$ cat src/rtl/multipath_channel_gen_pkg.sv
// Voice-link common package: sample width, signed sample type, attenuation
// shift width, echo buffer geometry and the channel-generator fill/run states.
package multipath_channel_gen_pkg;

  localparam int VL_DATA_W    = 8;
  localparam int VL_ATTEN_W   = 2;
  localparam int VL_MAX_DELAY = 16;
  localparam int VL_ADDR_W    = 4;

  typedef logic signed [VL_DATA_W-1:0] sample_t;

  typedef enum logic {
    FILL = 1'b0,
    RUN  = 1'b1
  } state_t;

endpackage

$ cat src/rtl/multipath_channel_gen_if.sv
// Sample stream bundle between the voice source, the channel generator and
// the downstream multipath combiner.
interface multipath_channel_gen_if
  import multipath_channel_gen_pkg::*;
#(
  parameter int DATA_W = VL_DATA_W
) ();

  logic                     in_valid;
  logic signed [DATA_W-1:0] in_sample;
  logic                     out_valid;
  logic signed [DATA_W-1:0] pathone;
  logic signed [DATA_W-1:0] pathtwo;
  logic                     primed;

  modport master (
    output in_valid, in_sample,
    input  out_valid, pathone, pathtwo, primed
  );

  modport slave (
    input  in_valid, in_sample,
    output out_valid, pathone, pathtwo, primed
  );

endinterface

$ cat src/rtl/multipath_channel_gen_echo_delay_ram.sv
// Echo delay RAM: single clock, synchronous write, addressed read that returns
// the contents from before any write landing on the same edge.
module echo_delay_ram
  import multipath_channel_gen_pkg::*;
#(
  parameter int DATA_W = VL_DATA_W,
  parameter int DEPTH  = VL_MAX_DELAY,
  parameter int ADDR_W = VL_ADDR_W
) (
  input  logic                     clk,
  input  logic                     we,
  input  logic [ADDR_W-1:0]        wr_addr,
  input  logic signed [DATA_W-1:0] wr_data,
  input  logic [ADDR_W-1:0]        rd_addr,
  output logic signed [DATA_W-1:0] rd_data
);

  logic signed [DATA_W-1:0] mem [DEPTH];

  // Store the accepted sample; contents survive reset and clear on purpose.
  always_ff @(posedge clk) begin
    if (we) begin
      mem[wr_addr] <= wr_data;
    end
  end

  assign rd_data = mem[rd_addr];

endmodule

$ cat src/rtl/multipath_channel_gen.sv
// Two-path channel emulator: direct branch and delayed echo branch, each with
// an arithmetic-shift attenuator, feeding the MISO multipath combiner.
module multipath_channel_gen
  import multipath_channel_gen_pkg::*;
#(
  parameter int DATA_W    = VL_DATA_W,
  parameter int MAX_DELAY = VL_MAX_DELAY,
  parameter int ADDR_W    = VL_ADDR_W
) (
  input  logic                  clk,
  input  logic                  rst_n,
  input  logic                  clear,
  input  logic [ADDR_W-1:0]     delay_sel,
  input  logic [VL_ATTEN_W-1:0] atten_one,
  input  logic [VL_ATTEN_W-1:0] atten_two,
  multipath_channel_gen_if.slave bus
);

  localparam int FILL_W = ADDR_W + 1;
  localparam logic [FILL_W-1:0] FILL_MAX = FILL_W'(MAX_DELAY);

  state_t                   state_q;
  state_t                   state_next;
  state_t                   sample_state;
  logic                     accept;
  logic [ADDR_W-1:0]        wr_ptr;
  logic [ADDR_W-1:0]        rd_addr;
  logic [FILL_W-1:0]        fill_cnt;
  logic [FILL_W-1:0]        fill_next;
  logic [FILL_W-1:0]        delay_d;
  logic signed [DATA_W-1:0] echo;
  logic signed [DATA_W-1:0] echo_shifted;
  logic signed [DATA_W-1:0] pathone_next;
  logic signed [DATA_W-1:0] pathtwo_next;
  logic signed [DATA_W-1:0] pathone_q;
  logic signed [DATA_W-1:0] pathtwo_q;
  logic                     out_valid_q;

  echo_delay_ram #(
    .DATA_W (DATA_W),
    .DEPTH  (MAX_DELAY),
    .ADDR_W (ADDR_W)
  ) u_echo_delay_ram (
    .clk     (clk),
    .we      (accept),
    .wr_addr (wr_ptr),
    .wr_data (bus.in_sample),
    .rd_addr (rd_addr),
    .rd_data (echo)
  );

  // Fill/run decision for the sample being accepted, using the pre-write fill count.
  always_comb begin
    accept       = bus.in_valid && !clear;
    delay_d      = FILL_W'(delay_sel) + FILL_W'(1);
    rd_addr      = wr_ptr - delay_sel - ADDR_W'(1);
    sample_state = (fill_cnt >= delay_d) ? RUN : FILL;
    state_next   = state_q;
    if (clear) begin
      state_next = FILL;
    end else if (accept) begin
      state_next = sample_state;
    end
  end

  // State register; its value is what the primed output reports.
  always_ff @(posedge clk or negedge rst_n) begin
    if (!rst_n) begin
      state_q <= FILL;
    end else begin
      state_q <= state_next;
    end
  end

  // Attenuators and fill saturation for the sample being accepted.
  always_comb begin
    fill_next    = (fill_cnt == FILL_MAX) ? fill_cnt : fill_cnt + FILL_W'(1);
    pathone_next = bus.in_sample >>> atten_one;
    echo_shifted = echo >>> atten_two;
    pathtwo_next = '0;
    if (sample_state == RUN) begin
      pathtwo_next = echo_shifted;
    end
  end

  // Pointer, fill count and registered branch outputs; clear beats in_valid.
  always_ff @(posedge clk or negedge rst_n) begin
    if (!rst_n) begin
      wr_ptr      <= '0;
      fill_cnt    <= '0;
      pathone_q   <= '0;
      pathtwo_q   <= '0;
      out_valid_q <= 1'b0;
    end else if (clear) begin
      wr_ptr      <= '0;
      fill_cnt    <= '0;
      pathone_q   <= '0;
      pathtwo_q   <= '0;
      out_valid_q <= 1'b0;
    end else begin
      out_valid_q <= accept;
      if (accept) begin
        wr_ptr    <= wr_ptr + ADDR_W'(1);
        fill_cnt  <= fill_next;
        pathone_q <= pathone_next;
        pathtwo_q <= pathtwo_next;
      end
    end
  end

  assign bus.out_valid = out_valid_q;
  assign bus.pathone   = pathone_q;
  assign bus.pathtwo   = pathtwo_q;
  assign bus.primed    = (state_q == RUN);

endmodule

$ cat src/flat_wrapper.sv
// flat-port wrapper written by rule: the top's interface ports become plain ports
module multipath_channel_gen_flat import multipath_channel_gen_pkg::*;
#(
  parameter int DATA_W    = VL_DATA_W,
  parameter int MAX_DELAY = VL_MAX_DELAY,
  parameter int ADDR_W    = VL_ADDR_W
)
  (clk, rst_n, clear, delay_sel, atten_one, atten_two, bus_in_valid, bus_in_sample, bus_out_valid, bus_pathone, bus_pathtwo, bus_primed);
  multipath_channel_gen_if #(.DATA_W(DATA_W)) bus_i ();
  input  logic clk;
  input  logic rst_n;
  input  logic clear;
  input  logic [ADDR_W-1:0] delay_sel;
  input  logic [VL_ATTEN_W-1:0] atten_one;
  input  logic [VL_ATTEN_W-1:0] atten_two;
  input wire logic [$bits(bus_i.in_valid)-1:0] bus_in_valid;
  input wire logic [$bits(bus_i.in_sample)-1:0] bus_in_sample;
  output wire logic [$bits(bus_i.out_valid)-1:0] bus_out_valid;
  output wire logic [$bits(bus_i.pathone)-1:0] bus_pathone;
  output wire logic [$bits(bus_i.pathtwo)-1:0] bus_pathtwo;
  output wire logic [$bits(bus_i.primed)-1:0] bus_primed;
  assign bus_i.in_valid = bus_in_valid;
  assign bus_i.in_sample = bus_in_sample;
  assign bus_out_valid = bus_i.out_valid;
  assign bus_pathone = bus_i.pathone;
  assign bus_pathtwo = bus_i.pathtwo;
  assign bus_primed = bus_i.primed;
  multipath_channel_gen #(.DATA_W(DATA_W), .MAX_DELAY(MAX_DELAY), .ADDR_W(ADDR_W)) u_core (.clk(clk), .rst_n(rst_n), .clear(clear), .delay_sel(delay_sel), .atten_one(atten_one), .atten_two(atten_two), .bus(bus_i));
endmodule
$ cat config.mk
export PLATFORM = sky130hd
export DESIGN_NAME = multipath_channel_gen_flat
export DESIGN_NICKNAME = d
export VERILOG_FILES = /design/src/rtl/multipath_channel_gen_pkg.sv /design/src/rtl/multipath_channel_gen_if.sv /design/src/rtl/multipath_channel_gen_echo_delay_ram.sv /design/src/rtl/multipath_channel_gen.sv /design/src/flat_wrapper.sv
export SDC_FILE = /design/constraint.sdc
export NUM_CORES = 1
export LEC_CHECK = 0
export ABC_AREA = 1
export ABC_CLOCK_PERIOD_IN_PS = 2200
export CAP_MARGIN = 10
export CORE_MARGIN = 2
export CORE_UTILIZATION = 48
export DETAILED_ROUTE_END_ITERATION = 6
export GPL_TIMING_DRIVEN = 0
export PLACE_DENSITY = 0.69
export SLEW_MARGIN = 40
export SYNTH_ARGS = -nofsm -noshare
export SYNTH_HDL_FRONTEND = slang
export SYNTH_SLANG_ARGS = --single-unit
$ cat constraint.sdc
create_clock -name clk -period 2.2 [get_ports clk]
set_input_delay 0.44 -clock clk [delete_from_list [all_inputs] [get_ports clk]]
set_output_delay 0.44 -clock clk [all_outputs]
set_load 0.05 [all_outputs]
==> qor.txt <==
Status: finished with violations
Violated checks: setup timing
Area delta synth->final: 29.09%
Clk_lat worst skew: 0.43 ns
TritonCTS clock tree: built
NetSw: 2.215 mW
Relative slew slack: 44.59%
Initial Util: 48.60%
RSZ-0062 raised after global routing: yes
Clock root buffer master: clkbuf_16
Worst path top cell family by delay: adder cells
Seq cells post-synth: 155
# H-tree levels: 4
Syn_nets: 735
I/O Buffers: 34
Sequential element share of the synthesized area: 64.47%
Worst Slack Setup Final: -0.1823 ns
Final Cell Area: 9050 sq um
Max Fclk: 419.8 MHz
Cells after Synth: 699
DRC errors left: 0
Combinational fraction of design power: 20.3%
Power Internal: 5.684 mW
# fillers: 1,102
Crit path cell chain: ha_2, inv_2, fa_1, buf_12, buf_6, clkbuf_16, nand3_1, nand2_1, nand2_1, nand2_2, nand2_2, nand3_2, nand3_2, nand3_2, nand2_1
Die area: 15,590 sq um
Post-Place Cells: 917
Most frequent cells in the layout: nand2_1, edfxtp_1, nand3_1, nand3_2, nand2_2
DRT Wirelength: 18,870 microns
Clock sink count: 155
Largest stage delay on the critical path: 0.53 ns
CP Class: reg -> reg
Switch share: 28.05%
Pwr dens: 872.9 nW/um^2
Tot Pwr: 7.899 mW
Post-synthesis cell type count: 28
Placer Congestion: 0.8697
Yosys Warn Count: 0
Clock share of power: 38.2%
Via count: 5,433
Leak: 3.676 nW
Clock Skew: 0.006206 ns
Worst hold slack: 0.02070 ns
Crit path from: u_core.wr_ptr[0]$_DFFE_PN0P_
Instance area at placement: 7606 sq um
Final worst-path cycle share: 108.3%
First-pass GRT wire length: 28,640 microns
Core area: 14,420 sq um
EDFF count, synth: 128
CP Launch Type: flip-flop
Share of layout cells above drive strength 1: 23.66%
Reg2reg start: u_core.wr_ptr[0]$_DFFE_PN0P_
Data arrival, critical path: 2.70 ns
WP buf/inv: 4
R2r setup slk: -0.18 ns
Antenna diodes: 0
Slowest CP cell: fa_1
Ys flop type: edfxtp_1
Critical Path End Type: flip-flop
Largest driver fanout on the critical path: 8
Num CTS Buffers: 17
Total gr overflow: 0
Average size of a mapped cell: 10.03 sq um
Peak VDD IR: 0.6038 mV
Vias per cell: 5.624
Final HPWL DP: 11,560 microns
DR iter-0 viols: 527
Nets: 805
Slew Viols, Final: 0
Async set or reset register ratio after synthesis: 17.42%
Clk slew on worst S/H paths: 0.06 ns
Drt wl/cell: 19.53 microns
Vias in the first global route: 5,424
Total GRT Usage: 24.26%
Largest net degree at the start of global routing: 28
HP Class: in -> async
Fin cells: 966
Commonest non-fill, non-tap cell in the layout: nand2_1
Final Setup Violations: 8
First-pass DRT Iterations: 5
Register share of total power: 41.5%
Row count: 44
Antenna violations before repair: 0
Netlist Area Pre-Place: 7010 sq um
Max_cap viols: 0
Crit path time final: 2.382 ns
Final ANT Viol Nets: 0
Io pins: 38
DIE HEIGHT: 124.9 microns
Final Util: 62.74%
Die W: 124.9 microns
Critical path required time: 2.52 ns
Clock Tree Buf Depth: 2
Slew @ Worst Pin: 0.8281 ns
Final hold violations: 0
timing repair:
action / in CTS / in global routing
endpoints found under the setup margin: 105 / 105
hold buffers: 0 / 0
pin swaps: 39 / 47
setup buffers: 6 / 7
resized for setup: 112 / 40
gates cloned: 4 / 1
path summary, 6_finish.rpt:
path | endpoint | cells past startpoint
hold reg to reg | u_core.bus.pathtwo[4]$_DFFE_PN0P_ | 2
min in group clk | u_core.bus.pathone[2]$_DFFE_PN0P_ | 3
setup reg to reg | u_core.bus.pathtwo[2]$_DFFE_PN0P_ | 15
max in group asynchronous | u_core.wr_ptr[3]$_DFFE_PN0P_ | 1
hold / removal | u_core.bus.pathtwo[2]$_DFFE_PN0P_ | 1
setup / recovery | u_core.bus.pathtwo[2]$_DFFE_PN0P_ | 15
metal layers:
| metal | GRT usage [%] | up-vias | share of wire [%] |
|---|---|---|---|
| met4 | 12.88 | 0 | 4.1 |
| li1 | - | 2509 | - |
| met1 | 29.59 | 2630 | 39 |
| met2 | 40.86 | 233 | 50 |
| met3 | 4.854 | 61 | 7.2 |
| met5 | 0 | - | 0 |
metrics by stage:
step / TNS [ns] / setup slack, ns
after floorplan: 0 / 0.008359
after global placement: -78.10 / -0.9594
after detailed placement: -62.75 / -1.012
after CTS: -0.9485 / -0.1553
after global routing: -1.880 / -0.2508
final: -1.187 / -0.1823
Yosys cell counts, types with 5 or more instances:
cell      instances  share of area (%)
buf_4             9               0.96
o21ai_0          15                1.1
nor2_1           21                1.1
buf_2            14                1.0
a21oi_1          11               0.79
inv_1            27                1.4
dfrtp_1          27                9.6
nand2_1         292                 16
inv_2             5               0.27
ha_1             15                2.7
nand3_1         109                7.8
edfxtp_1        128                 55
state kept, by name (all words and copies together), names as in the netlist:
name / flops
u_core.bus.out_valid: 1
u_core.fill_cnt: 5
u_core.bus.pathtwo: 8
u_core.bus.primed: 1
u_core.bus.pathone: 8
u_core.wr_ptr: 4
u_core.u_echo_delay_ram.mem: 128
worst register-to-register path, delay by kind of cell (launching register included):
kind / cells / cell delay [ns]
adder cells (fa/ha/maj): 2 / 0.73
buffers and inverters: 4 / 0.48
flip-flops: 1 / 0.38
AND/OR/NAND/NOR: 9 / 0.69
power by group through the flow:
stage	clock network, mW	logic, mW	registers (mW)
floorplan	0	0.687	3.42
global placement	0	1.14	3.34
detailed placement	0	1.18	3.34
CTS	3.02	1.49	3.28
global route	3.14	1.73	3.29
finish	3.01	1.60	3.28
cell families after synthesis:
family / share of synthesized area, %
mux: 0.2856
xor+xnor: 0.2499
simple gates: 25.34
fa+ha+maj: 2.963
flops: 64.47
buf+inv: 3.998
compound gates: 2.695
layout make-up:
class	instances	area [sq um]	share of cell area, %
flip-flops and latches	155	4519	49.94
inverters	32	148.9	1.645
well taps	184	230.2	2.544
clock inverters	6	38.79	0.4286
multi-input cells	485	2684	29.66
plain buffers	27	241.5	2.668
clock buffers	26	588.1	6.498
repair buffers	51	599.3	6.622
Power figures use the tool's default switching activity.
